## config.mk

```make
export PLATFORM = sky130hd
export DESIGN_NAME = calc_sequencer_flat
export DESIGN_NICKNAME = d
export VERILOG_FILES = /design/src/rtl/calc_sequencer_if.sv /design/src/rtl/calc_sequencer.sv /design/src/flat_wrapper.sv
export SDC_FILE = /design/constraint.sdc
export NUM_CORES = 1
export LEC_CHECK = 0
export CORE_MARGIN = 3
export CORE_UTILIZATION = 50
export DETAILED_ROUTE_END_ITERATION = 8
export DONT_BUFFER_PORTS = 1
export PLACE_DENSITY = 0.67
export SLEW_MARGIN = 20
export SYNTH_ARGS = -nofsm -noshare
export SYNTH_HDL_FRONTEND = slang
export SYNTH_SLANG_ARGS = --single-unit
```

## constraint.sdc

```tcl
create_clock -name clk -period 4 [get_ports clk]
set_input_delay 0.6 -clock clk [delete_from_list [all_inputs] [get_ports clk]]
set_output_delay 0.6 -clock clk [all_outputs]
set_load 0.05 [all_outputs]
```

## src/rtl/calc_sequencer_if.sv

```systemverilog
// Keypad/adder/register-bank signal bundle for calc_sequencer.
// The master side drives keys, adder results and bank responses.
// The slave side (the sequencer) drives stack, bank requests and status.
interface calc_sequencer_if #(
  parameter int WIDTH = 8
);
  logic [3:0]       tecla;
  logic             ready;
  logic [WIDTH-1:0] calcresult;
  logic             overflow;
  logic [WIDTH-1:0] regload;
  logic             reg_ack;
  logic [3:0]       regadress;
  logic [WIDTH-1:0] regstore;
  logic             regwrite;
  logic             regread;
  logic [WIDTH-1:0] A;
  logic [WIDTH-1:0] B;
  logic             ok;
  logic             key;
  logic             busy;

  modport master (
    output tecla, ready, calcresult, overflow, regload, reg_ack,
    input  regadress, regstore, regwrite, regread, A, B, ok, key, busy
  );

  modport slave (
    input  tecla, ready, calcresult, overflow, regload, reg_ack,
    output regadress, regstore, regwrite, regread, A, B, ok, key, busy
  );
endinterface

```

## src/rtl/calc_sequencer.sv

```systemverilog
// Keypad calculator command sequencer: owns the two-entry operand stack,
// decodes key events, samples the external adder and runs store/load
// handshakes to the register bank. Errors park in a sticky ERROR state
// with saturated operands until the next key clears it.
module calc_sequencer #(
  parameter int WIDTH       = 8,
  parameter int NREGS       = 10,
  parameter int ACK_TIMEOUT = 15
) (
  input  logic            clk,
  input  logic            reset,
  calc_sequencer_if.slave bus
);

  localparam logic [3:0]       K_SUM     = 4'hA;
  localparam logic [3:0]       K_SUB     = 4'hB;
  localparam logic [3:0]       K_STORE   = 4'hC;
  localparam logic [3:0]       K_LOAD    = 4'hD;
  localparam logic [3:0]       K_ENTER   = 4'hE;
  localparam logic [3:0]       K_NOP     = 4'hF;
  localparam logic [WIDTH-1:0] SAT       = {1'b0, {(WIDTH-1){1'b1}}};
  localparam logic [WIDTH-1:0] NREGS_W   = WIDTH'(NREGS);
  localparam logic [3:0]       LAST_WAIT = 4'(ACK_TIMEOUT - 1);

  typedef enum logic [1:0] {IDLE, WR, RD, ERROR} state_t;

  state_t           state, next_state;
  logic             ready_q;
  logic [3:0]       count;
  logic [WIDTH-1:0] a_q, b_q;
  logic [3:0]       adr_q;
  logic [WIDTH-1:0] store_q;

  logic             key_event;
  logic [WIDTH-1:0] neg_b;
  logic [WIDTH-1:0] diff;
  logic             sub_ovf;
  logic             in_range;
  logic             timeout;

  // A key event is the falling edge of the debounced strobe.
  assign key_event = ready_q & ~bus.ready;
  // Subtraction as A + (~B + 1); overflow judged on the two's-complement
  // operands, so B = most-negative follows the same rule without a special case.
  assign neg_b     = ~b_q + WIDTH'(1);
  assign diff      = a_q + neg_b;
  assign sub_ovf   = (a_q[WIDTH-1] == neg_b[WIDTH-1]) && (diff[WIDTH-1] != a_q[WIDTH-1]);
  // Unsigned compare also rejects negative addresses.
  assign in_range  = b_q < NREGS_W;
  assign timeout   = count == LAST_WAIT;

  // State register.
  always_ff @(posedge clk or negedge reset) begin
    // NOTE: sequential state uses non-blocking assignments so every register samples pre-edge values.
    if (!reset) state <= IDLE;
    else        state <= next_state;
  end

  // Next-state decode from key events, bank acknowledge and timeout.
  always_comb begin
    // NOTE: every combinational output gets a default first, so no latch is inferred.
    next_state = state;
    unique case (state)
      IDLE: begin
        if (key_event) begin
          case (bus.tecla)
            K_SUM:   if (bus.overflow) next_state = ERROR;
            K_SUB:   if (sub_ovf) next_state = ERROR;
            K_STORE: next_state = in_range ? WR : ERROR;
            K_LOAD:  next_state = in_range ? RD : ERROR;
            default: next_state = IDLE;
          endcase
        end
      end
      WR, RD: begin
        if (bus.reg_ack)  next_state = IDLE;
        else if (timeout) next_state = ERROR;
      end
      ERROR:   if (key_event) next_state = IDLE;
      default: next_state = IDLE;
    endcase
  end

  // Operand stack, bank address/data and wait counter updates.
  always_ff @(posedge clk or negedge reset) begin
    if (!reset) begin
      ready_q <= 1'b1;
      count   <= '0;
      a_q     <= '0;
      b_q     <= '0;
      adr_q   <= '0;
      store_q <= '0;
    end else begin
      ready_q <= bus.ready;
      if (next_state == ERROR && state != ERROR) begin
        a_q <= SAT;
        b_q <= SAT;
      end else begin
        case (state)
          IDLE: begin
            if (key_event) begin
              case (bus.tecla)
                K_SUM: begin
                  b_q <= bus.calcresult;
                  a_q <= '0;
                end
                K_SUB: begin
                  b_q <= diff;
                  a_q <= '0;
                end
                K_STORE: begin
                  adr_q   <= b_q[3:0];
                  store_q <= a_q;
                  count   <= '0;
                end
                K_LOAD: begin
                  adr_q <= b_q[3:0];
                  count <= '0;
                end
                K_ENTER: a_q <= b_q;
                K_NOP:   ;
                default: b_q <= {{(WIDTH-4){1'b0}}, bus.tecla};
              endcase
            end
          end
          WR, RD: begin
            if (bus.reg_ack) begin
              if (state == RD) b_q <= bus.regload;
            end else begin
              count <= count + 4'd1;
            end
          end
          ERROR: begin
            if (key_event) begin
              a_q <= '0;
              b_q <= '0;
            end
          end
          default: ;
        endcase
      end
    end
  end

  // Outputs: requests and status follow the state, so reset drops them at once.
  always_comb begin
    bus.regwrite  = (state == WR);
    bus.regread   = (state == RD);
    bus.busy      = (state == WR) || (state == RD);
    bus.ok        = (state != ERROR);
    bus.key       = (state == ERROR);
    bus.regadress = adr_q;
    bus.regstore  = store_q;
    bus.A         = a_q;
    bus.B         = b_q;
  end

endmodule

```

## src/flat_wrapper.sv

```systemverilog
// flat-port wrapper written by rule: the top's interface ports become plain ports
module calc_sequencer_flat 
#(
  parameter int WIDTH       = 8,
  parameter int NREGS       = 10,
  parameter int ACK_TIMEOUT = 15
)
  (clk, reset, bus_tecla, bus_ready, bus_calcresult, bus_overflow, bus_regload, bus_reg_ack, bus_regadress, bus_regstore, bus_regwrite, bus_regread, bus_A, bus_B, bus_ok, bus_key, bus_busy);
  calc_sequencer_if #(.WIDTH(WIDTH)) bus_i ();
  input  logic clk;
  input  logic reset;
  input wire logic [$bits(bus_i.tecla)-1:0] bus_tecla;
  input wire logic [$bits(bus_i.ready)-1:0] bus_ready;
  input wire logic [$bits(bus_i.calcresult)-1:0] bus_calcresult;
  input wire logic [$bits(bus_i.overflow)-1:0] bus_overflow;
  input wire logic [$bits(bus_i.regload)-1:0] bus_regload;
  input wire logic [$bits(bus_i.reg_ack)-1:0] bus_reg_ack;
  output wire logic [$bits(bus_i.regadress)-1:0] bus_regadress;
  output wire logic [$bits(bus_i.regstore)-1:0] bus_regstore;
  output wire logic [$bits(bus_i.regwrite)-1:0] bus_regwrite;
  output wire logic [$bits(bus_i.regread)-1:0] bus_regread;
  output wire logic [$bits(bus_i.A)-1:0] bus_A;
  output wire logic [$bits(bus_i.B)-1:0] bus_B;
  output wire logic [$bits(bus_i.ok)-1:0] bus_ok;
  output wire logic [$bits(bus_i.key)-1:0] bus_key;
  output wire logic [$bits(bus_i.busy)-1:0] bus_busy;
  assign bus_i.tecla = bus_tecla;
  assign bus_i.ready = bus_ready;
  assign bus_i.calcresult = bus_calcresult;
  assign bus_i.overflow = bus_overflow;
  assign bus_i.regload = bus_regload;
  assign bus_i.reg_ack = bus_reg_ack;
  assign bus_regadress = bus_i.regadress;
  assign bus_regstore = bus_i.regstore;
  assign bus_regwrite = bus_i.regwrite;
  assign bus_regread = bus_i.regread;
  assign bus_A = bus_i.A;
  assign bus_B = bus_i.B;
  assign bus_ok = bus_i.ok;
  assign bus_key = bus_i.key;
  assign bus_busy = bus_i.busy;
  calc_sequencer #(.WIDTH(WIDTH), .NREGS(NREGS), .ACK_TIMEOUT(ACK_TIMEOUT)) u_core (.clk(clk), .reset(reset), .bus(bus_i));
endmodule
```

### Word-level counts from Yosys, hierarchy flattened

Index checks and enable logic that the tools add are counted.

| word-level totals | value |
|---|---|
| register bits | 35 |
| input bits | 25 |
| output and inout bits | 33 |
| word-level logic and storage cells | 78 |

| cells by class | value |
|---|---|
| add/sub/neg operators | 3 |
| magnitude comparators | 1 |
| equality and inequality tests | 23 |
| muxes and demuxes | 25 |
| bitwise operators | 4 |
| reduce and logical (&&, ||, !) cells | 15 |

Operator list:

| cell | number |
|---|---|
| $mux 8 | 7 |
| $pmux 8 s3 | 2 |
| $pmux 8 s2 | 2 |
| $eq 4x4->1 const B | 7 |
| $mux 2 | 7 |
| $mux 4 | 3 |
| $reduce_and 4->1 | 3 |
| $reduce_and 5->1 | 2 |
| $ne 3x2->1 const B | 3 |
| $add 8x1->8 const B | 1 |
| $add 8x8->8 | 1 |
| $lt 8x4->1 const B | 1 |
| $not 8->8 | 1 |
| $pmux 2 s4 | 1 |
| $pmux 4 s2 | 1 |
| $eq 2x2->1 const B | 3 |
| $ne 2x2->1 const B | 3 |
| $ne 3x1->1 const B | 2 |
| $pmux 2 s3 | 1 |
| $reduce_or 2->1 | 3 |
| $add 4x1->4 const B | 1 |
| $ne 4x3->1 const B | 1 |
| $reduce_or 4->1 | 1 |
| $reduce_bool 3->1 | 1 |
| other kinds (11) | 13 |

### Depth between registers and ports, before layout

| logic depth | value |
|---|---|
| depth after elaboration | 13 |
| mapped depth | 15 |
| mapped depth without buffers | 13 |

### Least setup slack after synthesis

OpenSTA, ideal clock, no wires.

| timing | value |
|---|---|
| path type | register -> register |
| start point | register u_core.b_q[2] (netlist: u_core.bus.B[2]) |
| end point | register u_core.store_q[1] (netlist: u_core.bus.regstore[1]) |
| library setup time | 125 ps |
| data arrival time | 3574 ps |
| required time | 3875 ps |
| path slack | 301 ps |
| stages on the path, launching flop included | 13 |
| path buffers | 1 |
| period minus slack after synthesis | 3699 ps |
| cells stage by stage | dfrtp_1 -> buf_6 -> or4_4 -> nor2_1 -> xnor2_1 -> ha_1 -> o21ai_0 -> nor2_1 -> nor4_1 -> o32ai_2 -> and3_4 -> nor4b_4 -> mux2_2 |

| on the way | value |
|---|---|
| word-level cells in the longest chain between the ends | 13 |
| elaborated cells on any way between the ends | 17 |
| those cells by class | 2 x add/sub; 1 x order compare; 3 x eq/ne; 6 x mux; 2 x bitwise; 3 x reduce/logical |

Ends and longest elaborated chain:

| item | RTL line | source |
|---|---|---|
| start, declared | calc_sequencer.sv:30 | `logic [WIDTH-1:0] a_q, b_q;` |
| start signal, assigned | calc_sequencer.sv:104 | `b_q <= bus.calcresult;` |
| start signal, assigned | calc_sequencer.sv:108 | `b_q <= diff;` |
| start signal, assigned | calc_sequencer.sv:122 | `default: b_q <= {{(WIDTH-4){1'b0}}, bus.tecla};` |
| $not 8->8 | calc_sequencer.sv:45 | `assign neg_b = ~b_q + WIDTH'(1);` |
| $add 8x1->8 | calc_sequencer.sv:45 |  |
| $add 8x8->8 | calc_sequencer.sv:46 | `assign diff = a_q + neg_b;` |
| $ne 1x1->1 | calc_sequencer.sv:47 | `assign sub_ovf = (a_q[WIDTH-1] == neg_b[WIDTH-1]) && (diff[WIDTH-1] != a_q[WIDTH-1]);` |
| $logic_and 1x1->1 | calc_sequencer.sv:47 |  |
| $mux 2 | calc_sequencer.sv:68 | `K_SUB: if (sub_ovf) next_state = ERROR;` |
| $pmux 2 s4 * | calc_sequencer.sv:66 | `case (bus.tecla)` |
| $mux 2 * | calc_sequencer.sv:65 | `if (key_event) begin` |
| $pmux 2 s3 * | calc_sequencer.sv:63 | `unique case (state)` |
| $eq 2x2->1 * | calc_sequencer.sv:95 | `if (next_state == ERROR && state != ERROR) begin` |
| $logic_and 1x1->1 * | calc_sequencer.sv:95 |  |
| $not 1->1 (no source line) * | n/a |  |
| $reduce_and 4->1 (no source line) * | n/a |  |
| end signal, assigned | calc_sequencer.sv:113 | `store_q <= a_q;` |
| end, declared | calc_sequencer.sv:32 | `logic [WIDTH-1:0] store_q;` |

Mark *: on every way between the ends. The rest lies on a longest branch, timed or not.
A chain may end at the register's enable or synchronous reset.

### Final worst setup path

| timing | value |
|---|---|
| start point | register u_core.b_q[1] (netlist: u_core.bus.B[1]) |
| end point | register u_core.store_q[0] (netlist: u_core.bus.regstore[0]) |

The elaborated chain is that of the path after synthesis.

==> reports/summary.txt <==
ANT nets after route -> 0
CTS sink cnt -> 35
Die area -> 6040 µm²
DRT Pass-1 Iters -> 4
Leading cell types in the layout, fill and taps excluded -> 34 x dfrtp_1, 16 x ha_1
Most area-consuming cells after synthesis -> dfrtp_1 33%, ha_1 7.8%, mux2_2 6.1%
Largest net degree at the start of global routing -> 35
Sw frac -> 0.405
First-pass GRT wire length -> 10.4 mm
Clk slew on worst S/H paths -> 70 ps
Clk_lat worst skew -> 290 ps
Post-synth EDFFs -> 0
Antenna violations before repair -> 0
Share of cells above drive strength 1 -> 0.204
Register area share after synthesis -> 0.341
Async SR Flop Fraction -> 1.00
Fin Clk Skew -> 4.32 ps
GPL Wtd Cong -> 0.868
Final setup fails -> 0
Worst Path Max Fanout -> 21
Storage cell area -> 877 µm²
Leakage -> 1.34 nW
CP Cell Sequence -> or4_4, nor2_1, xnor2_1, ha_1, o21ai_0, nor2_1, nor4_1, o32ai_2, and3_4, nor4b_4, buf_4, mux2_2
Main synth FF type -> dfrtp_1
Comb power frac -> 0.317
Wire length per cell -> 18.9 µm
Slowest cell delay on critical path -> 540 ps
Post-Syn Area -> 2570 µm²
Dpl hpwl -> 4.75 mm
Clock tree buffer depth -> 2
P_sw -> 0.000484 W
Type of the most critical hold path -> input pin to asynchronous set/reset pin
Initial Util -> 0.531
Slowest cell on the critical path -> or4_4
Worst EP required -> 4180 ps
H-tree depth -> 2
Fmax achieved -> 277 MHz
Filler cell count -> 431
Total GRT Usage -> 0.223
Hold Fails Final Rpt -> 0
CTS Buf Count -> 5
Max Slew Vio Count -> 0
CTS tree -> done
Port Buf Inserts -> 0
Flop pwr share -> 0.448
Max cap viols -> 0
Worst EP arrival -> 3790 ps
Mapped Cells -> 251
Syn Nets -> 293
Multi-input gate area -> 1580 µm²
Clock root cell -> clkbuf_8
Int Pwr -> 0.000712 W
Layout overhead on the synthesized area -> 9.39%
PD cells -> 425 nW/µm²
Grt ovf -> 0
Nets -> 306
Commonest non-fill, non-tap cell in the layout -> dfrtp_1
Post-Route WL -> 6.28 mm
Kind of critical path -> register to register
Core region area -> 4850 µm²
Ys Warns -> 0
Fin crit share -> 0.904
Total number of vias -> 2028
Outcome -> finished clean
Synth Register Bits -> 35
RSZ-0062 raised after global routing -> no
# rows -> 25
Max IR drop VDD -> 0.217 mV
Vias in the first global route -> 2001
# diodes -> 0
Iter 0 DRT Violations -> 83
TNS Setup -> 0 ps
Mean Syn Cell Area -> 10.2 µm²
Synth unique cells -> 58
Core Util, Final -> 0.580
Post-CTS setup buffers -> 0
Synth top area share -> 0.331
Clock group share of total power -> 0.236
Critical Path Sink Type -> register
DRC -> 0
Die Y -> 77.7 µm
DR vias/cell -> 6.11
Crit-path most repeated cell -> nor2_1
Slew @ Worst Pin -> 921 ps
IO Count -> 58
Rel. slew slack -> 0.381
Tmin final -> 3610 ps
Synth area leader -> dfrtp_1
Die X -> 77.7 µm
Startpoint Class -> register
## power by group through the flow
| stage | clock (W) | combinational (W) | sequential, W |
|---|---|---|---|
| 6_report | 0.000282 | 0.000379 | 0.000535 |
| 5_1_grt | 0.000305 | 0.000416 | 0.000543 |
| 4_1_cts | 0.000287 | 0.000379 | 0.000536 |
| 3_5_place_dp | 0 | 0.000366 | 0.000543 |
| 3_3_place_gp | 0 | 0.000358 | 0.000541 |
| 2_1_floorplan | 0 | 0.000240 | 0.000587 |
## registers in the layout (all words and copies together) (netlist names)
| signal | flops |
|---|---|
| u_core.count | 4 |
| u_core.bus.regadress | 4 |
| u_core.bus.A | 8 |
| u_core.bus.regstore | 8 |
| u_core.state | 2 |
| u_core.bus.B | 8 |
| u_core.ready_q | 1 |
## final timing paths
path,startpoint,to,slack (ps),cells after the start
max in group asynchronous,reset,u_core.bus.B[5],3690,1
min reg2reg,u_core.count[3],u_core.count[3],560,2
min,reset,u_core.count[0],120,1
min in group clk,bus_ready,u_core.ready_q,300,0
max reg2reg,u_core.bus.B[1],u_core.bus.regstore[0],390,12
max,u_core.bus.B[1],u_core.bus.regstore[0],390,12
## per-stage QoR
stage / hold slack (ps) / total power [W] / area (µm²) / cells / setup WS [ps]
after floorplan: 304 / 0.000827 / 2570 / 251 / 301
after global placement: 306 / 0.000899 / 2690 / 323 / 533
final: 124 / 0.00120 / 2810 / 332 / 386
after detailed placement: 305 / 0.000909 / 2690 / 323 / 449
after CTS: 136 / 0.00120 / 2810 / 332 / 422
after global routing: 130 / 0.00126 / 2810 / 332 / 140
## repair_timing
action,in CTS,in global routing
gates resized for setup,0,0
hold buffers,1,0
endpoints found under the hold margin,34,0
## routing by layer
metal / part of all wire / GRT usage / routed length, µm / up-vias
li1: - / - / - / 953
met1: 0.44 / 0.305 / 2750 / 982
met2: 0.45 / 0.336 / 2800 / 85
met3: 0.10 / 0.0661 / 641 / 8
met4: 0.014 / 0.0747 / 85 / 0
met5: 0 / 0 / 0 / -
## cell type report
type | instances | share of cell area
Clock buffer | 8 | 0.0356
Inverter | 15 | 0.0200
Multi-Input combinational cell | 193 | 0.561
Sequential cell | 35 | 0.312
Tap cell | 67 | 0.0298
Timing Repair Buffer | 14 | 0.0418
## Yosys cell counts (all sizes together), types with 7 or more instances
library cell  count
nor2             15
mux2i            11
a21o              7
mux2             23
o21ai            12
nor3              7
ha               16
xnor2             9
dfrtp            34
inv              15
nand2            15
a21oi            17
## critical path, delay by kind of cell, from the launching register on
kind	cells	cell delay (ps)
and+or+nand+nor	6	1780
DFF	1	430
AOI/OAI and AO/OA	2	330
muxes	1	330
adders and majority gates	1	290
buffers and inverters	1	200
xor gates and xnor gates	1	130
## logic make-up after synthesis
family	count (synthesis)	synth area share
buffers and inverters	23	0.0477
muxes	34	0.154
adders and majority gates	17	0.0856
xor gates and xnor gates	14	0.0477
DFF	35	0.341
AOI/OAI and AO/OA	66	0.185
and+or+nand+nor	62	0.139
Note: power is estimated with default switching activity, not from simulation.
